--- src/rtl/intc_nmi_pkg.sv ---
// Shared types and default parameters for the per-CPU NMI issuer.
package intc_nmi_pkg;

    // Per-channel issue state
    typedef enum logic [1:0] {
        NMI_IDLE     = 2'd0,
        NMI_ASSERT   = 2'd1,
        NMI_WAIT_ACK = 2'd2
    } nmi_gen_st_t;

    localparam int NMI_CPU_NUM_DEF     = 4;
    localparam int NMI_PULSE_LEN_DEF   = 2;
    localparam int NMI_TIMEOUT_CYC_DEF = 1024;

endpackage : intc_nmi_pkg

--- src/rtl/intc_nmi_gen_ch.sv ---
// One NMI channel: issues a fixed-width pulse, waits for the CPU acknowledge
// with an optional timeout, and queues one request that arrives while busy.
module intc_nmi_gen_ch
    import intc_nmi_pkg::*;
#(
    parameter int PULSE_LEN   = NMI_PULSE_LEN_DEF,
    parameter int TIMEOUT_CYC = NMI_TIMEOUT_CYC_DEF
) (
    input  logic clk,
    input  logic rst_n,
    input  logic req_i,
    input  logic ack_i,
    input  logic clr_err_i,
    output logic nmi_o,
    output logic busy_o,
    output logic pend_o,
    output logic err_o
);

    localparam int PW = $clog2(PULSE_LEN + 1);
    // A disabled timeout still needs a legal one-bit counter
    localparam int TW = (TIMEOUT_CYC > 0) ? $clog2(TIMEOUT_CYC + 1) : 1;
    localparam bit TIMEOUT_EN = (TIMEOUT_CYC != 0);

    nmi_gen_st_t   state_r;
    nmi_gen_st_t   state_nxt_s;
    logic [PW-1:0] pcnt_r;
    logic [PW-1:0] pcnt_nxt_s;
    logic [TW-1:0] tcnt_r;
    logic [TW-1:0] tcnt_nxt_s;
    logic          ack_seen_r;
    logic          ack_seen_nxt_s;
    logic          pend_r;
    logic          pend_nxt_s;
    logic          err_r;
    logic          err_nxt_s;
    logic          err_set_s;
    logic          nmi_r;
    logic          busy_r;

    // Next-state, counter, pending and error logic for the channel FSM
    always_comb begin
        state_nxt_s    = state_r;
        pcnt_nxt_s     = pcnt_r;
        tcnt_nxt_s     = tcnt_r;
        ack_seen_nxt_s = ack_seen_r;
        pend_nxt_s     = pend_r;
        err_set_s      = 1'b0;

        case (state_r)
            NMI_IDLE: begin
                // Leaving IDLE consumes the queued request; staying means none was queued
                pend_nxt_s = 1'b0;
                if (req_i || pend_r) begin
                    state_nxt_s    = NMI_ASSERT;
                    pcnt_nxt_s     = PW'(PULSE_LEN);
                    ack_seen_nxt_s = 1'b0;
                end else begin
                    state_nxt_s = NMI_IDLE;
                end
            end
            NMI_ASSERT: begin
                pend_nxt_s = pend_r | req_i;
                if (pcnt_r <= PW'(1)) begin
                    // Last high cycle: an ack seen at any point of the pulse skips WAIT_ACK
                    pcnt_nxt_s     = {PW{1'b0}};
                    ack_seen_nxt_s = 1'b0;
                    if (ack_seen_r || ack_i) begin
                        state_nxt_s = NMI_IDLE;
                    end else begin
                        state_nxt_s = NMI_WAIT_ACK;
                        tcnt_nxt_s  = {TW{1'b0}};
                    end
                end else begin
                    pcnt_nxt_s     = pcnt_r - PW'(1);
                    ack_seen_nxt_s = ack_seen_r | ack_i;
                end
            end
            NMI_WAIT_ACK: begin
                pend_nxt_s = pend_r | req_i;
                if (ack_i) begin
                    // Ack has priority over a coincident timeout
                    state_nxt_s = NMI_IDLE;
                end else if (TIMEOUT_EN && (tcnt_r == TW'(TIMEOUT_CYC - 1))) begin
                    state_nxt_s = NMI_IDLE;
                    err_set_s   = 1'b1;
                end else if (tcnt_r != {TW{1'b1}}) begin
                    tcnt_nxt_s = tcnt_r + TW'(1);
                end else begin
                    tcnt_nxt_s = tcnt_r;
                end
            end
            default: begin
                state_nxt_s = NMI_IDLE;
                pend_nxt_s  = 1'b0;
            end
        endcase

        // Sticky error: a new timeout beats a simultaneous clear
        err_nxt_s = err_set_s | (err_r & ~clr_err_i);
    end

    // Channel state and registered outputs
    always_ff @(posedge clk or negedge rst_n) begin
        if (!rst_n) begin
            state_r    <= NMI_IDLE;
            pcnt_r     <= {PW{1'b0}};
            tcnt_r     <= {TW{1'b0}};
            ack_seen_r <= 1'b0;
            pend_r     <= 1'b0;
            err_r      <= 1'b0;
            nmi_r      <= 1'b0;
            busy_r     <= 1'b0;
        end else begin
            state_r    <= state_nxt_s;
            pcnt_r     <= pcnt_nxt_s;
            tcnt_r     <= tcnt_nxt_s;
            ack_seen_r <= ack_seen_nxt_s;
            pend_r     <= pend_nxt_s;
            err_r      <= err_nxt_s;
            nmi_r      <= (state_nxt_s == NMI_ASSERT);
            busy_r     <= (state_nxt_s != NMI_IDLE) | pend_nxt_s;
        end
    end

    assign nmi_o  = nmi_r;
    assign busy_o = busy_r;
    assign pend_o = pend_r;
    assign err_o  = err_r;

endmodule : intc_nmi_gen_ch

--- src/rtl/intc_nmi_gen.sv ---
// Per-CPU NMI issuer: fans the mask write out to independent channels.
module intc_nmi_gen
    import intc_nmi_pkg::*;
#(
    parameter int CPU_NUM     = NMI_CPU_NUM_DEF,
    parameter int PULSE_LEN   = NMI_PULSE_LEN_DEF,
    parameter int TIMEOUT_CYC = NMI_TIMEOUT_CYC_DEF
) (
    input  logic               clk,
    input  logic               rst_n,
    input  logic               wr_en_i,
    input  logic [CPU_NUM-1:0] wr_mask_i,
    input  logic [CPU_NUM-1:0] cp_intack_nmi_i,
    input  logic [CPU_NUM-1:0] clr_err_i,
    output logic [CPU_NUM-1:0] intreq_nmi_o,
    output logic [CPU_NUM-1:0] busy_o,
    output logic [CPU_NUM-1:0] pend_o,
    output logic [CPU_NUM-1:0] err_o
);

    for (genvar g = 0; g < CPU_NUM; g++) begin : g_ch
        intc_nmi_gen_ch #(
            .PULSE_LEN   (PULSE_LEN),
            .TIMEOUT_CYC (TIMEOUT_CYC)
        ) u_ch (
            .clk       (clk),
            .rst_n     (rst_n),
            .req_i     (wr_en_i & wr_mask_i[g]),
            .ack_i     (cp_intack_nmi_i[g]),
            .clr_err_i (clr_err_i[g]),
            .nmi_o     (intreq_nmi_o[g]),
            .busy_o    (busy_o[g]),
            .pend_o    (pend_o[g]),
            .err_o     (err_o[g])
        );
    end

endmodule : intc_nmi_gen

--- config.mk ---
export PLATFORM = sky130hd
export DESIGN_NAME = intc_nmi_gen
export DESIGN_NICKNAME = d
export VERILOG_FILES = /design/src/rtl/intc_nmi_pkg.sv /design/src/rtl/intc_nmi_gen_ch.sv /design/src/rtl/intc_nmi_gen.sv
export SDC_FILE = /design/constraint.sdc
export NUM_CORES = 1
export LEC_CHECK = 0
export CAP_MARGIN = 20
export CORE_ASPECT_RATIO = 0.6
export CORE_MARGIN = 3
export CORE_UTILIZATION = 44
export CTS_BUF_LIST = sky130_fd_sc_hd__clkbuf_8
export DETAILED_ROUTE_END_ITERATION = 12
export GPL_ROUTABILITY_DRIVEN = 1
export GPL_TIMING_DRIVEN = 0
export SYNTH_ARGS = -nofsm -noshare
export SYNTH_HDL_FRONTEND = slang
export SYNTH_SLANG_ARGS = --single-unit
--- constraint.sdc ---
create_clock -name clk -period 2.5 [get_ports clk]
set_input_delay 0.25 -clock clk [delete_from_list [all_inputs] [get_ports clk]]
set_output_delay 0.25 -clock clk [all_outputs]
set_load 0.03 [all_outputs]
==> reports/results.tsv <==
metric	value	unit
synth-edff-count	0	
min_period	2.21	ns
final_common_cell	dfrtp_1	
seq_area_frac_synth	43.3	%
final_area	5340	sq um
cts_setup_buffers	0	
synth.avg_cell_area	9.37	sq um
die_x	138	microns
grt_pass1_vias	3445	
dieHeight	85.4	microns
max_freq	0.453	GHz
port_buffers	30	
start_util	45.9	%
crit_arrival	2.48	ns
endpoint_kind	register	
root_buffer	clkbuf_8	
fin_skew	0.00573	ns
pin_count	31	
relSlewSlack	66.2	%
track_usage	17.4	%
fin_tns_setup	0	ns
p_leak	2.38	nW
syn-cell-area	4620	sq um
antenna_found_initial	0	
power_frac_seq	43.0	%
clock-sinks	80	
cts.path.max_buffers	2	
finalSetupViolCount	0	
clock_latency	0.36	ns
areaGrowthSynthToFinish	15.7	%
final.setup.worst_slack	0.294	ns
hp-class	in -> async	
placedInstanceArea	5110	sq um
cts_tree	done	
post-route-drc-count	0	
wl_per_cell	14.6	microns
h-tree-depth	3	
worst-setup-path-type	reg -> reg	
required	2.77	ns
syn_nets	528	
syn_inst	493	
firstDrtPassIters	4	
gp_congestion	0.846	
whs	0.388	ns
nNetsFinal	571	
p_sw	1.30	mW
dp_worst_setup_slack	0.313	ns
cts_made_buffers	9	
slew_violations	0	
dieArea	11800	sq um
timing.final.crit_share	88.2	%
ir_drop	0.000415	V
yosys_warnings	0	
n_antenna_cell	0	
clock_power_share	27.2	%
final_cell_mix	dfrtp_1 (80), a21oi_1 (41), nand2_1 (37), inv_1 (31), clkdlybuf4s50_1 (29)	
vias	3797	
timing.critical_path.from_type	register	
maxCapViolations	0	
status	finished, final reports clean	
drt_iter0_drc	319	
yosys_most_used_dff	dfrtp_1	
coreArea	10100	sq um
grt_start_max_net_pins	48	
rows	28	
rsz0062_at_grt	false	
sw_frac_of_total	32.9	%
grt-ovfl-total	0	
dp_hpwl	7.19	mm
intPower	2.64	mW
ant_nets	0	
grt_pass1_wl	17.0	mm
synthArstFlopShare	100	%
post_drt_via_cell_ratio	5.63	
ys_types	62	
pwr-share-comb	29.8	%
worst_pin_slew	0.506	ns
ys_seq_elements	80	
wl	9.83	mm
drive_gt1_share	10.0	%
final-hold-violation-count	0	
cp_max_fo	10	
power_density	737	nW/um^2
path_clk_slew	0.08	ns
==> layout make-up <==
| type | count | area (sq um) |
|---|---|---|
| buffer | 33 | 204 |
| clock buffer | 11 | 151 |
| clock inverter | 4 | 68.8 |
| fill | 911 | 4710 |
| inverter | 31 | 116 |
| multi-input combinational | 349 | 2300 |
| sequential | 80 | 2000 |
| tap | 135 | 169 |
| timing repair buffer | 32 | 335 |
==> Yosys cell counts (6+ instances only) <==
cell	n	area (sq um)
dfrtp_1	80	2000
a21oi_1	41	205
nand2_1	37	139
inv_1	30	113
o31ai_1	28	210
nor2_1	27	101
ha_1	20	250
o21ai_0	18	90.1
buf_4	17	128
nand3_1	16	80.1
and3_1	13	81.3
nand4_1	12	75.1
or4_1	12	90.1
nand2b_1	10	62.6
clkbuf_1	8	30.0
nor2b_1	8	50.1
buf_2	7	35.0
nor3_1	7	35.0
and2_1	6	37.5
nor4_1	6	37.5
==> routing by layer <==
metal	vias to the layer above	track usage, %	part of all wire (%)
met4	0	4.93	1.1
met3	12	4.50	4.0
met1	1783	27.3	56
met5	-	0	0
met2	89	23.4	39
li1	1913	-	-
==> final timing paths <==
path	from	to	slack, ns	cells past startpoint
max	g_ch[1].u_ch.state_r[0]	g_ch[1].u_ch.tcnt_r[2]	0.29	6
min	rst_n	g_ch[0].u_ch.tcnt_r[8]	0.39	2
max reg2reg	g_ch[1].u_ch.state_r[0]	g_ch[1].u_ch.tcnt_r[2]	0.29	6
min reg2reg	g_ch[0].u_ch.tcnt_r[10]	g_ch[0].u_ch.err_o	0.50	1
max in group asynchronous	rst_n	g_ch[2].u_ch.ack_seen_r	1.52	3
min in group clk	clr_err_i[0]	g_ch[0].u_ch.err_o	0.45	2
==> critical path: stages (launching register included) <==
cell and delay, ns:
dfrtp_1 0.43, inv_1 0.10, ha_1 0.16, clkbuf_1 0.38, clkinv_1 0.42, or3_1 0.46, o221ai_1 0.16
==> cells by family (layout without fill, tap and decap cells) <==
kind of cell,Yosys count,after routing,synth area share (%)
flops,80,80,43.3
buf+inv,64,111,6.93
fa+ha+maj,20,20,5.42
simple gates,177,177,21.7
mux,6,6,1.33
compound gates,146,146,21.3
==> power by group through the flow <==
stage          Sequential, mW  Combinational [mW]  Clock, mW
2_1_floorplan            1.66               0.859          0
3_3_place_gp             1.71                1.15          0
3_5_place_dp             1.71                1.17          0
4_1_cts                  1.69                1.18       1.11
5_1_grt                  1.73                1.30       1.15
6_report                 1.69                1.17       1.07
==> stage by stage <==
stage	util, %	total power [mW]	instances
6_report	53.1	3.94	675
5_1_grt	53.1	4.18	675
4_1_cts	53.1	3.98	675
3_5_place_dp	50.9	2.89	659
3_3_place_gp	50.6	2.86	658
2_1_floorplan	-	2.52	493
==> registers in the layout (all words and copies together) (netlist names) <==
register	count
g_ch.u_ch.tcnt_r	44
g_ch.u_ch.err_o	4
g_ch.u_ch.busy_o	4
g_ch.u_ch.pend_o	4
g_ch.u_ch.pcnt_r	8
g_ch.u_ch.ack_seen_r	4
g_ch.u_ch.nmi_o	4
g_ch.u_ch.state_r	8
==> what timing repair did <==
action                                 4_1_cts  5_1_grt
hold buffers                                 1        0
endpoints found under the hold margin       33        0
gates resized for setup                      0        0
Note: power is estimated with default switching activity, not from simulation.
